## src/rtl/alu_ctrl_unit.sv

```systemverilog
`default_nettype none
// ============================================================================
// Module      : alu_ctrl_unit
// Description : Decodes alu_op/funct3/funct7 into a registered ALU control
//               code. The code is held with a valid/ready handshake to the ALU.
//               Rejected decodes raise a one-cycle illegal pulse and bump a
//               saturating error counter.
// Revision    : 1.0 - initial release
// ============================================================================
module alu_ctrl_unit #(
  parameter int CNT_W = 6,
  parameter int ERR_W = 8
) (
  input  logic             clk,
  input  logic             rst,
  input  logic             dec_valid,
  output logic             dec_ready,
  input  logic [6:0]       fuct7,
  input  logic [2:0]       fuct3,
  input  logic [2:0]       alu_op,
  output logic [CNT_W-1:0] alu_cnt,
  output logic             cnt_valid,
  input  logic             cnt_ready,
  output logic             illegal,
  output logic [ERR_W-1:0] err_cnt
);

  typedef enum logic [0:0] {
    IDLE  = 1'b0,
    ISSUE = 1'b1
  } state_t;

  state_t           state;
  logic [5:0]       dec_code;
  logic             dec_legal;
  logic [CNT_W-1:0] code_ext;

  // Requests are only taken while no code is outstanding.
  assign dec_ready = (state == IDLE);

  // Combinational decode of the instruction class and function fields.
  always_comb begin
    dec_code  = 6'd0;
    dec_legal = 1'b0;
    case (alu_op)
      3'b000: begin // branch
        dec_legal = 1'b1;
        case (fuct3)
          3'b000:  dec_code = 6'b011000;
          3'b001:  dec_code = 6'b011001;
          3'b100:  dec_code = 6'b011010;
          3'b101:  dec_code = 6'b011011;
          3'b110:  dec_code = 6'b011100;
          3'b111:  dec_code = 6'b011101;
          default: dec_legal = 1'b0;
        endcase
      end
      3'b001: begin // R-type
        if (fuct7 == 7'h00) begin
          dec_legal = 1'b1;
          case (fuct3)
            3'b000:  dec_code = 6'b000000;
            3'b001:  dec_code = 6'b000010;
            3'b010:  dec_code = 6'b000011;
            3'b011:  dec_code = 6'b000100;
            3'b100:  dec_code = 6'b000101;
            3'b101:  dec_code = 6'b000110;
            3'b110:  dec_code = 6'b100001;
            default: dec_code = 6'b100010;
          endcase
        end else if (fuct7 == 7'h20 && fuct3 == 3'b000) begin
          dec_legal = 1'b1;
          dec_code  = 6'b000001;
        end else if (fuct7 == 7'h20 && fuct3 == 3'b101) begin
          dec_legal = 1'b1;
          dec_code  = 6'b000111;
        end
      end
      3'b010: begin // I-arith: codes run 001101..010100 in funct3 order
        case (fuct3)
          3'b001: begin
            dec_legal = (fuct7 == 7'h00);
            dec_code  = 6'b001110;
          end
          3'b101: begin
            if (fuct7 == 7'h00) begin
              dec_legal = 1'b1;
              dec_code  = 6'b010010;
            end else if (fuct7 == 7'h20) begin
              dec_legal = 1'b1;
              dec_code  = 6'b100011;
            end
          end
          default: begin
            dec_legal = 1'b1;
            dec_code  = 6'b001101 + {3'b000, fuct3};
          end
        endcase
      end
      3'b011: begin // load
        dec_legal = 1'b1;
        case (fuct3)
          3'b000:  dec_code = 6'b001000;
          3'b001:  dec_code = 6'b001001;
          3'b010:  dec_code = 6'b001010;
          3'b100:  dec_code = 6'b001011;
          3'b101:  dec_code = 6'b001100;
          default: dec_legal = 1'b0;
        endcase
      end
      3'b100: begin // store
        dec_legal = 1'b1;
        case (fuct3)
          3'b000:  dec_code = 6'b010101;
          3'b001:  dec_code = 6'b010110;
          3'b010:  dec_code = 6'b010111;
          default: dec_legal = 1'b0;
        endcase
      end
      3'b101: begin // LUI
        dec_legal = 1'b1;
        dec_code  = 6'b011110;
      end
      3'b110: begin // AUIPC
        dec_legal = 1'b1;
        dec_code  = 6'b011111;
      end
      default: begin // JAL
        dec_legal = 1'b1;
        dec_code  = 6'b100000;
      end
    endcase
  end

  // Zero-extend the 6-bit code into the configured output width.
  always_comb begin
    code_ext      = '0;
    code_ext[5:0] = dec_code;
  end

  // Handshake FSM with registered code, valid, illegal pulse and error count.
  always_ff @(posedge clk or posedge rst) begin
    if (rst) begin
      state     <= IDLE;
      alu_cnt   <= '0;
      cnt_valid <= 1'b0;
      illegal   <= 1'b0;
      err_cnt   <= '0;
    end else begin
      illegal <= 1'b0;
      case (state)
        IDLE: begin
          if (dec_valid) begin
            if (dec_legal) begin
              alu_cnt   <= code_ext;
              cnt_valid <= 1'b1;
              state     <= ISSUE;
            end else begin
              illegal <= 1'b1;
              if (err_cnt != '1) begin
                err_cnt <= err_cnt + ERR_W'(1);
              end
            end
          end
        end
        default: begin
          // Code is held until the ALU takes it; no bypass to a new request.
          if (cnt_ready) begin
            cnt_valid <= 1'b0;
            state     <= IDLE;
          end
        end
      endcase
    end
  end

endmodule
`default_nettype wire

```

## config.mk

```make
export PLATFORM = sky130hd
export DESIGN_NAME = alu_ctrl_unit
export DESIGN_NICKNAME = d
export VERILOG_FILES = /design/src/rtl/alu_ctrl_unit.sv
export SDC_FILE = /design/constraint.sdc
export NUM_CORES = 1
export LEC_CHECK = 0
export ABC_AREA = 1
export BUFFER_PORTS_ARGS = -buffer_cell sky130_fd_sc_hd__buf_4
export CORE_MARGIN = 2
export CORE_UTILIZATION = 40
export DETAILED_ROUTE_END_ITERATION = 8
export GPL_TIMING_DRIVEN = 0
export PLACE_DENSITY_LB_ADDON = 0.15
export SETUP_SLACK_MARGIN = 0.1
export SYNTH_ARGS = -nofsm -noshare
export SYNTH_HDL_FRONTEND = slang
export SYNTH_SLANG_ARGS = --single-unit
```

## constraint.sdc

```tcl
create_clock -name clk -period 2.4 [get_ports clk]
set_input_delay 0.48 -clock clk [delete_from_list [all_inputs] [get_ports clk]]
set_output_delay 0.48 -clock clk [all_outputs]
set_load 0.02 [all_outputs]
```

After elaboration in Yosys (flattened, before gate mapping):

Index checks and enable logic that the tools add are counted.

* register bits after elaboration: 17
* bits of input ports: 17
* output and inout port bits: 17

* add/subtract/negate cells: 2
* equal/unequal tests: 16
* muxes and demuxes: 32
* bitwise gates (word level): 2
* reductions and logical operators: 13

Operators with widths (count)
* 6-bit case mux with 7 select lines: 2
* 5-bit case mux with 6 select lines: 1
* 3-bit == test (second input constant): 7
* 4-bit case mux with 5 select lines: 1
* 1-bit two-way mux: 19
* 6-bit two-way mux: 3
* 5-bit case mux with 3 select lines: 1
* 3-bit by 2-bit == test with 1-bit output (second input constant): 4
* 6-bit case mux with 2 select lines: 1
* 8-bit by 1-bit adder with 8-bit output (second input constant): 1
* 8-bit != test (second input constant): 1
* 7-bit by 6-bit == test with 1-bit output (second input constant): 1
* 7-bit logical NOT: 1
* 3-bit by 1-bit == test with 1-bit output (second input constant): 2
* 3-bit logical NOT: 2
* 3-bit two-way mux: 2
* 3-bit AND reduction: 2
* 6-bit OR reduction: 1
* 4-bit by 3-bit adder with 5-bit output (first input constant): 1
* 1-bit case mux with 5 select lines: 1
* 5-bit OR reduction: 1
* 4-bit AND reduction: 1
* 2-bit nonzero test: 2
* 3-bit OR reduction: 1
* 4 further kinds: 6

Depth between registers and ports, before layout:

* word-level depth: 9
* depth in mapped cells: 12

Worst setup path before layout:

Ideal clock, no wire load.

* kind: input to register
* start: input fuct3[1]
* end: register state
* library setup time: 127 ps
* data arrival time: 1733 ps
* slack: 540 ps
* stages: 10
* cell sequence: inv_1 > ha_1 > inv_1 > nand2_1 > o21ai_2 > nand3_2 > a21oi_4 > nand2_4 > nand2_8 > o21ai_1

* word-level cells in the longest chain between the ends: 9

RTL lines
* from (decl): line 19 `input logic [2:0] fuct3,`
* 3-bit == test
* 1-bit logical AND: line 74 `end else if (fuct7 == 7'h20 && fuct3 == 3'b101) begin`
* 1-bit two-way mux: line 74
* 1-bit two-way mux: line 71 `end else if (fuct7 == 7'h20 && fuct3 == 3'b000) begin`
* 1-bit two-way mux: line 59 `if (fuct7 == 7'h00) begin`
* 1-bit case mux with 5 select lines (*): line 45 `case (alu_op)`
* 1-bit two-way mux (*): line 154 `if (dec_legal) begin`
* 1-bit two-way mux (*): line 153 `if (dec_valid) begin`
* 1-bit two-way mux (*): line 151 `case (state)`
* to (signal assigned): line 144 `state <= IDLE;`
* to (signal assigned): line 157 `state <= ISSUE;`
* to (signal assigned): line 170 `state <= IDLE;`
* to (decl): line 33 `state_t state;`

Mark *: on every way between the ends. The rest lies on a longest branch, timed or not.
A chain may end at the register's enable or synchronous reset.

Worst setup path after layout:

* start: input fuct3[1]
* end: register err_cnt[6]

* word-level cells in the longest chain between the ends: 8

RTL lines
* 3-bit == test
* 1-bit logical AND: line 74
* 1-bit two-way mux: line 74
* 1-bit two-way mux: line 71
* 1-bit two-way mux: line 59
* 1-bit case mux with 5 select lines (*): line 45
* 1-bit inverter (no source line) (*)
* 4-bit AND reduction (no source line) (*)
* to (signal assigned): line 161 `err_cnt <= err_cnt + ERR_W'(1);`
* to (decl): line 25 `output logic [ERR_W-1:0] err_cnt`

Marked as above.

==> key figures <==
Status
  • Run status: finished clean

STA
  • Min Hold Slack: 0.305 ns
  • Tmin final: roughly 2 ns
  • Endpoints failing setup: 0
  • Setup ws final: 0.441 ns
  • Setup TNS: 0 ns
  • Clock skew: 0.00547 ns
  • Max-slew headroom: between 40 and 50%
  • Final worst-path cycle share: 81.6%
  • Slew Viols, Final: 0
  • Hold Vio Cnt, Final: 0
  • Actual slew at the worst max-slew pin: 0.824 ns
  • RSZ-0062 raised after global routing: no
  • Fmax: 511 MHz

Final layout
  • Nets: around 280
  • Layout cells sized above 1: about a quarter
  • Fillers: 392
  • Fin cells: approximately 300
  • N_diodes: 0
  • Area growth from synthesis to layout: 23.3%

Worst setup path
  • WS Path Type: input pin to flip-flop
  • Largest stage delay on the critical path: 0.30 ns
  • Reg-to-Reg Start: state$_DFF_PP0_
  • Worst Path Arrival: 2.10 ns
  • RR Endpoint: err_cnt[4]$_DFFE_PP0P_
  • CP Capture Type: flip-flop
  • Crit path cell chain: buf_4 -> inv_1 -> ha_1 -> inv_1 -> nand2_1 -> o21ai_2 -> nand3_2 -> a21oi_4 -> nand4_4 -> nand2_1 -> nand2_1
  • WP data required: 2.54 ns
  • Crit path buf inv count: 3
  • CP most frequent cell: nand2_1
  • CP Max Fanout: 8
  • Slowest-stage cell, CP: ha_1
  • Worst Setup Start Kind: input pin
  • Cells on worst reg2reg path: 4
  • Setup slack, reg-to-reg: 0.70 ns
  • CP top delay family: simple AND/OR/NAND/NOR gates

Floorplanning
  • Die Ht: 64.8 µm
  • Die area: 0.00420 mm²
  • Die Wd: 64.8 µm
  • Core area: roughly 0.0036 mm²
  • IO Count: 34
  • Num rows: 22
  • Initial Utilization: 41.0%

Synth
  • Mapped Area: ~0.0015 mm²
  • Synth area leader: dfrtp_1
  • Post-synthesis sequential area ratio: 28.7%
  • Share of the synthesized area in the top cell type: ~29%
  • FF+latch count, synth: 17
  • Mux cell area share after synthesis: 0%
  • Post-Syn Nets: 238
  • Synth Area in Adders: 5.92%
  • Simple logic cell fraction of the synthesized area: 47.5%
  • XOR/XNOR share of the synthesized area: 3.55%
  • YS warnings: 0
  • Distinct cell type count after synthesis: 31
  • Synth top area cells: dfrtp_1 (29%), nand2_1 (16%), nand3_1 (7.1%), inv_1 (6.3%), ha_1 (5.9%)
  • Main combinational cell family by area after synthesis: simple AND/OR/NAND/NOR gates
  • Post-synthesis compound-gate area fraction: 6.76%
  • Synthesized instance count: 214
  • Synth Area per Inst: 6.92 µm²

Placement
  • Post-DP HPWL: 2.68 mm
  • Placer Congestion: 0.891
  • Post-Place Cells: 294
  • Port Buffers: 32
  • Place WS: 0.177 ns

Power
  • Psw: 0.433 mW
  • Clock share of power: 19.4%
  • Combinational share of power: 42.0%
  • Leakage: approximately 1 nW
  • Internal power: between 0.6 and 0.7 mW
  • Sequential share of power: 38.6%
  • Net Sw Frac: ~40%
  • Peak VDD IR: approximately 0.00043 V
  • Tot Pwr: between 1 and 1.5 mW
  • PwrDens: 601 mW/mm²

Drt
  • Vias/cell: between 4 and 5
  • Remaining DRCs: 0
  • Wirelength, routed: 3.40 mm
  • Vias post-DR: between 1000 and 1500
  • Iter 0 DRT Violations: 84
  • WL per Instance: roughly 11 µm
  • Pre-antenna DRT Iters: 4
  • Antenna-violating nets left: 0

CTS
  • Worst-Skew Late Latency: 0.25 ns
  • Post-CTS Hold Buffers: 0
  • Post-cts resize count: 0
  • Clk pin slew, worst setup/hold paths: 0.07 ns
  • Clk buf depth: 2
  • CTS tree: built
  • Postcts setup bufs: 0
  • Htree depth: 1
  • CTS Sinks: 17
  • CTS root buffer: clkbuf_8
  • TritonCTS Buffers: 3

GRT
  • Gr usage total: between 10% and 20%
  • First-pass GRT wire length: 5.95 mm
  • Initial antenna violation count: 0
  • Vias in the first global route: 1380
  • Grt ovf: 0
  • Largest net degree at the start of global routing: 18

Min path
  • Worst Hold Class: input pin to async pin

Run
  • MaxCap Viol Count: 0
per-stage QoR:
stage	instance area, µm²	utilization, %
global route	1830	50.6
CTS	1830	50.6
global placement	1780	49.4
floorplan	1480	-
finish	1830	50.6
detailed placement	1780	49.4
placed cells by master (no fill, tap or decap), drive strengths merged, types with 4 or more instances in the layout:
cell and instances:
o21ai 6, nor3 5, nand3 22, buf 34, inv 27, xor2 4, clkbuf 4, nand4 13
dfrtp 17, ha 7, nand2 78, a21oi 5, nor2 19
registers in the layout, indices dropped and copies added (netlist names):
name	cells
state	1
alu_cnt	6
illegal	1
err_cnt	8
cnt_valid	1
metal layers:
layer / global-route usage, % / wire length, µm / up-vias
met5: 0 / 0 / -
met4: 3.72 / 21 / 0
met3: 3.13 / 152 / 2
met2: 27.6 / 1530 / 28
met1: 25.7 / 1700 / 672
li1: - / - / 770
cell families after synthesis:
kind of cell | Yosys count
flops | 17
compound gates | 14
buf+inv | 29
fa+ha+maj | 7
simple gates | 141
xor+xnor | 6
how the worst max path moves through the flow:
stage / end / depth (start not counted) / from / slack, ns
after floorplan: state$_DFF_PP0_ / 10 / fuct3[1] / 0.54
after global placement: err_cnt[1]$_DFFE_PP0P_ / 11 / fuct3[1] / 0.18
after detailed placement: err_cnt[6]$_DFFE_PP0P_ / 11 / fuct3[1] / 0.18
after CTS: err_cnt[6]$_DFFE_PP0P_ / 11 / fuct3[1] / 0.45
after global routing: err_cnt[4]$_DFFE_PP0P_ / 11 / fuct3[1] / 0.29
final: err_cnt[6]$_DFFE_PP0P_ / 11 / fuct3[1] / 0.44
final cells by class:
type	count	area, µm²	area share, %
repair buffers	32	240	13.2
clock buffers	4	45.0	2.47
plain buffers	2	10.0	0.548
inverters	27	101	5.55
well taps	48	60.1	3.29
flip-flops and latches	17	425	23.3
multi-input cells	168	943	51.7
power groups by stage:
stage,Clock (mW),Combinational (mW),Sequential [mW]
6_report,0.213,0.462,0.424
3_5_place_dp,0,0.464,0.429
5_1_grt,0.231,0.508,0.434
3_3_place_gp,0,0.464,0.426
4_1_cts,0.218,0.466,0.424
2_1_floorplan,0,0.213,0.499
Yosys cell counts (all sizes together):
master,number
nand2,78
inv,27
nand3,22
nor2,19
dfrtp,17
nand4,13
ha,7
o21ai,6
a21oi,5
nor3,5
xor2,4
buf,2
nand3b,2
xnor2,2
and3,1
nor3b,1
o211ai,1
o22ai,1
o31ai,1
No activity file was read; power rests on OpenSTA's default activity.
